==> src/rtl/pythag_pkg.sv <==
// Shared types and constants for the inverse-Pythagoras sequencer.
package pythag_pkg;

  typedef enum logic [2:0] {
    StIdle,
    StMulC,
    StMulA,
    StSub,
    StRoot,
    StDone
  } state_e;

  localparam int unsigned DefaultW = 8;
  localparam int unsigned MulCyc   = DefaultW;
  localparam int unsigned RootCyc  = DefaultW;
  localparam int unsigned Latency  = 2 * MulCyc + RootCyc + 1;

endpackage

==> src/rtl/pythag_leg_seq_if.sv <==
// Start/done request bus between a requester and pythag_leg_seq.
interface pythag_leg_seq_if #(
  parameter int unsigned W = 8
);
  logic         start;
  logic [W-1:0] hyp;
  logic [W-1:0] leg;
  logic [W-1:0] leg_out;
  logic         busy;
  logic         done;
  logic         err;

  modport master (output start, hyp, leg, input leg_out, busy, done, err);
  modport slave  (input start, hyp, leg, output leg_out, busy, done, err);
endinterface

==> src/rtl/pythag_isqrt.sv <==
// Restoring digit-by-digit square root, one 2-bit digit pair per step, MSB first.
// root/rem present the result of the step being applied this cycle.
module pythag_isqrt #(
  parameter int unsigned W = 8
) (
  input  logic           clk,
  input  logic           rst,
  input  logic           load,
  input  logic           step,
  input  logic [2*W-1:0] rad,
  output logic [W-1:0]   root,
  output logic [W:0]     rem
);

  logic [2*W-1:0] x_q;
  logic [W:0]     rem_q;
  logic [W-2:0]   root_q;
  logic [W+2:0]   part;
  logic [W+2:0]   trial;
  logic           fits;

  always_comb begin
    part  = {rem_q, x_q[2*W-1 -: 2]};
    trial = {2'b00, root_q, 2'b01};
    fits  = (part >= trial);
    root  = {root_q, fits};
    // The true remainder never exceeds 2*root, so the low W+1 bits are exact.
    rem   = fits ? (part[W:0] - trial[W:0]) : part[W:0];
  end

  always_ff @(posedge clk) begin
    if (rst) begin
      x_q    <= '0;
      rem_q  <= '0;
      root_q <= '0;
    end else if (load) begin
      x_q    <= rad;
      rem_q  <= '0;
      root_q <= '0;
    end else if (step) begin
      x_q    <= {x_q[2*W-3:0], 2'b00};
      rem_q  <= rem;
      root_q <= root[W-2:0];
    end
  end

endmodule

==> src/rtl/pythag_leg_seq.sv <==
// Sequential leg_out = floor(sqrt(hyp^2 - leg^2)) with a shared shift-add multiplier.
// Define PYTHAG_ROUND_EN to round the result to nearest instead of flooring.
module pythag_leg_seq
  import pythag_pkg::*;
#(
  parameter int unsigned W = DefaultW
) (
  input logic             clk,
  input logic             rst,
  input logic             ena,
  pythag_leg_seq_if.slave bus
);

  localparam int unsigned CW      = (W > 1) ? $clog2(W) : 1;
  localparam logic [CW-1:0] LastCnt = CW'(W - 1);

  state_e         state_q, state_d;
  logic [CW-1:0]  cnt_q, cnt_d;
  logic [W-1:0]   c_q, c_d, a_q, a_d;
  logic [2*W-1:0] acc_q, acc_d, csq_q, csq_d;
  logic           err_n_q, err_n_d;
  logic [W-1:0]   leg_out_q, leg_out_d;
  logic           err_q, err_d, done_q, done_d, busy_q, busy_d;

  logic [W-1:0]   mul_op, root, result;
  logic [2*W-1:0] addend, acc_sum, diff;
  logic [W:0]     rem;
  logic           last, rt_load, rt_step;

  assign mul_op  = (state_q == StMulA) ? a_q : c_q;
  assign addend  = mul_op[cnt_q] ? ({{W{1'b0}}, mul_op} << cnt_q) : '0;
  assign acc_sum = acc_q + addend;
  // Error path feeds a zero radicand so latency stays fixed and the root is 0.
  assign diff    = (csq_q >= acc_q) ? (csq_q - acc_q) : '0;
  assign last    = (cnt_q == LastCnt);

  pythag_isqrt #(
    .W(W)
  ) u_isqrt (
    .clk (clk),
    .rst (rst),
    .load(rt_load),
    .step(rt_step),
    .rad (diff),
    .root(root),
    .rem (rem)
  );

`ifdef PYTHAG_ROUND_EN
  always_comb begin
    result = root;
    if ((rem > {1'b0, root}) && (root != '1)) result = root + 1'b1;
  end
`else
  logic unused_rem;
  assign unused_rem = ^rem;
  assign result     = root;
`endif

  always_comb begin
    state_d   = state_q;
    cnt_d     = cnt_q;
    c_d       = c_q;
    a_d       = a_q;
    acc_d     = acc_q;
    csq_d     = csq_q;
    err_n_d   = err_n_q;
    leg_out_d = leg_out_q;
    err_d     = err_q;
    done_d    = 1'b0;
    busy_d    = busy_q;
    rt_load   = 1'b0;
    rt_step   = 1'b0;
    unique case (state_q)
      StIdle: begin
        busy_d = 1'b0;
        if (bus.start) begin
          c_d     = bus.hyp;
          a_d     = bus.leg;
          cnt_d   = '0;
          acc_d   = '0;
          busy_d  = 1'b1;
          state_d = StMulC;
        end
      end
      StMulC: begin
        acc_d = acc_sum;
        cnt_d = cnt_q + 1'b1;
        if (last) begin
          csq_d   = acc_sum;
          acc_d   = '0;
          cnt_d   = '0;
          state_d = StMulA;
        end
      end
      StMulA: begin
        acc_d = acc_sum;
        cnt_d = cnt_q + 1'b1;
        if (last) begin
          cnt_d   = '0;
          state_d = StSub;
        end
      end
      StSub: begin
        err_n_d = (csq_q < acc_q);
        rt_load = ena;
        state_d = StRoot;
      end
      StRoot: begin
        rt_step = ena;
        cnt_d   = cnt_q + 1'b1;
        if (last) begin
          cnt_d     = '0;
          leg_out_d = result;
          err_d     = err_n_q;
          done_d    = 1'b1;
          state_d   = StDone;
        end
      end
      StDone: begin
        busy_d  = 1'b0;
        state_d = StIdle;
      end
      default: begin
        busy_d  = 1'b0;
        state_d = StIdle;
      end
    endcase
  end

  always_ff @(posedge clk) begin
    if (rst) begin
      state_q   <= StIdle;
      cnt_q     <= '0;
      c_q       <= '0;
      a_q       <= '0;
      acc_q     <= '0;
      csq_q     <= '0;
      err_n_q   <= 1'b0;
      leg_out_q <= '0;
      err_q     <= 1'b0;
      done_q    <= 1'b0;
      busy_q    <= 1'b0;
    end else if (ena) begin
      state_q   <= state_d;
      cnt_q     <= cnt_d;
      c_q       <= c_d;
      a_q       <= a_d;
      acc_q     <= acc_d;
      csq_q     <= csq_d;
      err_n_q   <= err_n_d;
      leg_out_q <= leg_out_d;
      err_q     <= err_d;
      done_q    <= done_d;
      busy_q    <= busy_d;
    end
  end

  assign bus.leg_out = leg_out_q;
  assign bus.err     = err_q;
  assign bus.done    = done_q;
  assign bus.busy    = busy_q;

endmodule

==> src/flat_wrapper.sv <==
// flat-port wrapper written by rule: the top's interface ports become plain ports
module pythag_leg_seq_flat import pythag_pkg::*;
#(
  parameter int unsigned W = DefaultW
)
  (clk, rst, ena, bus_start, bus_hyp, bus_leg, bus_leg_out, bus_busy, bus_done, bus_err);
  pythag_leg_seq_if #(.W(W)) bus_i ();
  input logic clk;
  input logic rst;
  input logic ena;
  input wire logic [$bits(bus_i.start)-1:0] bus_start;
  input wire logic [$bits(bus_i.hyp)-1:0] bus_hyp;
  input wire logic [$bits(bus_i.leg)-1:0] bus_leg;
  output wire logic [$bits(bus_i.leg_out)-1:0] bus_leg_out;
  output wire logic [$bits(bus_i.busy)-1:0] bus_busy;
  output wire logic [$bits(bus_i.done)-1:0] bus_done;
  output wire logic [$bits(bus_i.err)-1:0] bus_err;
  assign bus_i.start = bus_start;
  assign bus_i.hyp = bus_hyp;
  assign bus_i.leg = bus_leg;
  assign bus_leg_out = bus_i.leg_out;
  assign bus_busy = bus_i.busy;
  assign bus_done = bus_i.done;
  assign bus_err = bus_i.err;
  pythag_leg_seq #(.W(W)) u_core (.clk(clk), .rst(rst), .ena(ena), .bus(bus_i));
endmodule
==> config.mk <==
export PLATFORM = sky130hd
export DESIGN_NAME = pythag_leg_seq_flat
export DESIGN_NICKNAME = d
export VERILOG_FILES = /design/src/rtl/pythag_pkg.sv /design/src/rtl/pythag_leg_seq_if.sv /design/src/rtl/pythag_isqrt.sv /design/src/rtl/pythag_leg_seq.sv /design/src/flat_wrapper.sv
export SDC_FILE = /design/constraint.sdc
export NUM_CORES = 1
export LEC_CHECK = 0
export BUFFER_PORTS_ARGS = -buffer_cell sky130_fd_sc_hd__buf_2
export CAP_MARGIN = 5
export CORE_UTILIZATION = 31
export CTS_BUF_LIST = sky130_fd_sc_hd__clkbuf_16
export DETAILED_ROUTE_END_ITERATION = 12
export PLACE_DENSITY = 0.45
export SLEW_MARGIN = 20
export SYNTH_ARGS = -nofsm -noshare
export SYNTH_HDL_FRONTEND = slang
export SYNTH_SLANG_ARGS = --single-unit
==> constraint.sdc <==
create_clock -name clk -period 4.6 [get_ports clk]
set_clock_uncertainty 0.15 [all_clocks]
set_input_delay 0.46 -clock clk [delete_from_list [all_inputs] [get_ports clk]]
set_output_delay 0.46 -clock clk [all_outputs]
set_load 0.02 [all_outputs]
# After elaboration in Yosys (flattened, before gate mapping)
# Index checks and enable logic that the tools add are counted.
# Widths: inputs -> output; s select.
[word_totals]
latch_bits = 0
n_memories = 0
output_inout_bits = 11
input_bits = 20
regBits = 98
ram_bits = 0
romBits = 0
[classes]
shift = 1
addsub = 4
order_cmp = 4
mux = 25
n_eq_ne = 9
bitwise_logic = 1
div_mod_pow = 0
mul = 0
n_reduce_logical = 15
[op_table]
columns = ["cell", "n"]
rows = [
  ["$mux 16", 6],
  ["$pmux 16 s3", 1],
  ["$mux 3", 6],
  ["$add 16x16->16", 1],
  ["$ge 16x16->1", 1],
  ["$lt 16x16->1", 1],
  ["$shl 8x3->16", 1],
  ["$sub 16x16->16", 1],
  ["$pmux 3 s5", 1],
  ["$reduce_and 3->1", 5],
  ["$ge 11x9->1", 1],
  ["$mux 9", 1],
  ["$sub 9x9->9", 1],
  ["$mux 8", 1],
  ["$eq 3x2->1 const B", 2],
  ["$eq 3x3->1 const B", 2],
  ["$mux 1", 6],
  ["$ne 2x1->1 const B", 3],
  ["$pmux 3 s2", 1],
  ["$reduce_and 5->1", 1],
  ["$lt 3x4->1 const B", 1],
  ["$reduce_and 2->1", 2],
  ["$reduce_bool 2->1", 2],
  ["$reduce_or 4->1", 1],
  ["10 further kinds", 10],
]

# Depth between registers and ports, before layout
[depth]
word_depth = 8
ltp_mapped = 16
mapped_depth_nobuf = 13

# Cells and area by module
# A second synthesis with hierarchy kept.
[hier_totals]
cells_unflattened = 815
hier_area_um2 = 6467.5
[modules_own_cells]
columns = ["mod", "n_inst", "cells_per_inst", "seq_area_each_um2", "area_per_inst_um2"]
rows = [
  ["pythag_leg_seq", 1, 597, 1321.3, 4659.5],
  ["pythag_isqrt", 1, 218, 640.6, 1808.0],
]

# Least setup slack after synthesis
# OpenSTA, ideal clock, no wires.
[synth_timing]
path_type = "flip-flop to flip-flop"
startpoint = "reg u_core.state_q[1]"
endpoint = "reg u_core.csq_q[7]"
setup_time_ns = 0.122
t_required_ns = 4.328
arrival_time_ns = 3.330
setup_slack_ns = 0.998
stages_incl_launch_ff = 14
n_path_buf = 2
cell_sequence = "dfxtp_1 -> buf_4 -> nor3b_2 -> buf_6 -> mux2i_1 -> mux4_2 -> nor4b_1 -> ha_1 -> a211oi_1 -> o21ai_1 -> a21o_1 -> a21oi_1 -> nor4_1 -> a311o_1"
[synth_between]
elab_chain_len = 6
word_cells_on_any_way = 9
classes_between = "add/sub: 1; eq/ne: 2; shift: 1; mux: 4; reduce/logical: 1"
[synth_rtl]
columns = ["element", "line_no", "rtl"]
rows = [
  ["from (decl)", "pythag_leg_seq.sv:17", "state_e state_q, state_d;"],
  ["from (signal assigned)", "pythag_leg_seq.sv:133", "state_q <= StIdle;"],
  ["from (signal assigned)", "pythag_leg_seq.sv:145", "state_q <= state_d;"],
  ["$eq 3x2->1", "pythag_leg_seq.sv:30", "assign mul_op = (state_q == StMulA) ? a_q : c_q;"],
  ["$mux 8", "pythag_leg_seq.sv:30", ""],
  ["$bmux 1 s3", "pythag_leg_seq.sv:31", "assign addend = mul_op[cnt_q] ? ({{W{1'b0}}, mul_op} << cnt_q) : '0;"],
  ["$mux 1 (implied by the code)", "pythag_leg_seq.sv:31", ""],
  ["$mux 16", "pythag_leg_seq.sv:31", ""],
  ["$add 16x16->16", "pythag_leg_seq.sv:32", "assign acc_sum = acc_q + addend;"],
  ["to (signal assigned)", "pythag_leg_seq.sv:150", "csq_q <= csq_d;"],
  ["to (decl)", "pythag_leg_seq.sv:20", "logic [2*W-1:0] acc_q, acc_d, csq_q, csq_d;"],
]
# Parallel ways exist; a longest one is shown, timed or not. The select of a mux whose other input is x is not followed.
# A chain may end at the register's enable or synchronous reset.

# Worst setup path in the final report
[layout_timing]
startpoint = "reg u_core.state_q[0]"
endpoint = "reg u_core.csq_q[12]"
# The elaborated chain is that of the path after synthesis.

==> metrics <==
status=completed; synth top area cells=dfxtp_1 (30%), ha_1 (8.1%), nand2_1 (6.9%); cells after synthesis=840; Post-CTS Setup Bufs=0; clock sinks=just under 100; Initial DRC Count=284; routed vias=5880; unrepaired setup endpoints after global routing=no; Final GP Congestion=0.809; Setup CP Type=register to register; TritonRoute pass-1 iters=5; Pleak=0.00277 uW; initial antenna violation count=0; flop-to-flop setup slack=~0.70 ns; CP Launch Type=register; Hold Vio Cnt, Final=0; Hold Slack=0.180 ns; first-pass GRT wire length=between 20 and 30 mm; Area Growth Syn to Fin=10.5%; commonest non-fill, non-tap cells in the layout=nand2_1 (119), dfxtp_1 (98), a21oi_1 (83); TritonCTS Buffers=9; critical-path maximum fanout=8; Mapped Area=between 0.006 and 0.007 mm2; Ports=31; CP Data Arrival Time=4.00 ns; GRT Resource Usage Total=0.163; Rel. slew slack=0.506; post-route ant nets=0; part of the cycle the worst path needs=0.847; Power Total=1740 uW; Final HPWL DP=about 13 mm; die span in x=147 um; maximum number of pins on one net before global-route repair=a little under 60; PortBufs=30; WP data required=~4.7 ns; register area share after synthesis=0.302; Vert. Die Dim=roughly 150 um; clock latency on the worst-skew pair=approximately 0.36 ns; # H-tree levels=3; YS warnings=0; CTS Buffer Depth=2; final setup violation count=0; commonest non-fill, non-tap cell in the layout=nand2_1; clock root cell=clkbuf_16; drt total wl=17.3 mm; Slew @ Worst Pin=between 0.7 and 0.8 ns; FILL cells=2197; Yosys top cell area share=0.302; DRC viols=0; synthesis-stage register bit count=between 90 and 100; Worst-path clk slew=0.07 ns; cts hold-fix bufs=0; antenna fix cells=0; die area=roughly 0.022 mm2; Initial Utilization=0.319; Nets=~910; maxcap violations=0; Vias/cell=~5.3; mean post-synth cell area=slightly below 8 um2; vias in the first global route=roughly 5500; TritonCTS clock tree=yes; IR drop worst, VDD=approximately 170 uV; pwr/cell area=~240 mW/mm2; Synth cell types=74; Crit. End Element=register; Hold Path Class=primary input to register; area leader, netlist=dfxtp_1; TNS Setup=0 ns; Post-Syn Nets=around 900; Tmin final=3.90 ns; number of synthesized flops with an enable pin=0; Post-synth top flop=dfxtp_1; routed len/inst=between 15 and 20 um; asr flop ratio synth=0; Max Fclk=0.257 GHz; layout cells sized above 1=0.0814; Pins Over Slew Limit=0; core area=between 0.02 and 0.025 mm2; # rows=52; post-CTS sizing=0; Congestion Overflow GR=0
-- area by class of cell --
cell class / instances / area [um2] / share of cell area
multi-input combinational: 652 / 4180 / 0.582
inverter: 39 / 146 / 0.0204
sequential: 98 / 1960 / 0.274
tap: 270 / 338 / 0.0471
clock inverter: 7 / 76.3 / 0.0106
timing repair buffer: 43 / 248 / 0.0345
clock buffer: 9 / 225 / 0.0314
-- metal layers --
| layer | GRT usage | up-vias | routed length [um] | share of wire |
|---|---|---|---|---|
| met1 | 0.225 | 2730 | 8700 | 0.50 |
| met3 | 0.0177 | 16 | 437 | 0.025 |
| met2 | 0.264 | 84 | 7970 | 0.46 |
| met5 | 0 | - | 0 | 0 |
| met4 | 0.0531 | 0 | 218 | 0.013 |
| li1 | - | 3050 | - | - |
-- through the flow --
step	instances	utilization	setup slack [ns]	cell area (um2)
2_1_floorplan	840	-	0.998	6490
3_3_place_gp	1102	0.337	0.730	6870
3_5_place_dp	1102	0.337	0.687	6870
4_1_cts	1118	0.352	0.661	7170
5_1_grt	1118	0.352	0.331	7170
6_report	1118	0.352	0.702	7170
-- cells by family after synthesis --
| kind of cell | count (synthesis) | share of synthesized area |
|---|---|---|
| muxes | 35 | 0.0584 |
| buffers and inverters | 90 | 0.0545 |
| xor gates and xnor gates | 20 | 0.0270 |
| AOI/OAI and AO/OA | 260 | 0.259 |
| adders and majority gates | 44 | 0.0871 |
| and+or+nand+nor | 293 | 0.212 |
| DFF | 98 | 0.302 |
-- path summary, 6_finish.rpt --
check / cells after the start / start / to
min: 3 / bus_leg[2] / u_core.a_q[2]$_SDFFE_PP0P_
max: 14 / u_core.state_q[0]$_SDFFE_PP0P_ / u_core.csq_q[12]$_SDFFE_PP0P_
max reg2reg: 14 / u_core.state_q[0]$_SDFFE_PP0P_ / u_core.csq_q[12]$_SDFFE_PP0P_
min reg2reg: 2 / u_core.bus.err$_SDFFE_PP0P_ / u_core.bus.err$_SDFFE_PP0P_
-- synth_stat cells, types with 9 or more instances --
cell type	n
nor2b_1	10
nand2_1	119
clkbuf_1	43
a21o_1	12
ha_1	42
dfxtp_1	98
nor2_1	59
xnor2_1	11
a31oi_1	9
mux2i_1	32
or3_1	9
a21oi_1	83
nor3_1	13
o211ai_1	13
xor2_1	9
o21ai_0	51
a22oi_1	9
inv_1	38
nand3_1	34
a211oi_1	16
o21a_1	13
-- sequential cells by signal (all words and copies together) (netlist names) --
name	flops
u_core.bus.busy	1
u_core.state_q	3
u_core.bus.err	1
u_core.bus.done	1
u_core.bus.leg_out	8
u_core.a_q	8
u_core.err_n_q	1
u_core.u_isqrt.x_q	16
u_core.acc_q	16
u_core.cnt_q	3
u_core.c_q	8
u_core.u_isqrt.root_q	7
u_core.u_isqrt.rem_q	9
u_core.csq_q	16
-- critical path: stages (launching register included) --
cell	delay, ns
dfxtp_1	0.33
nor3b_2	0.17
buf_4	0.21
mux2i_1	0.41
mux4_2	0.32
nor2b_2	0.05
o21bai_4	0.19
and2_1	0.18
ha_1	0.34
a21o_1	0.20
a21oi_1	0.31
a211oi_1	0.19
o31a_1	0.28
o21a_1	0.19
o41ai_1	0.30
-- where the power goes --
group	total (uW)	internal [uW]	switching (uW)
registers	861	856	5.37
logic	91.0	30.0	61.0
clock network	789	428	361
total	1740	1310	427
Power figures use the tool's default switching activity.
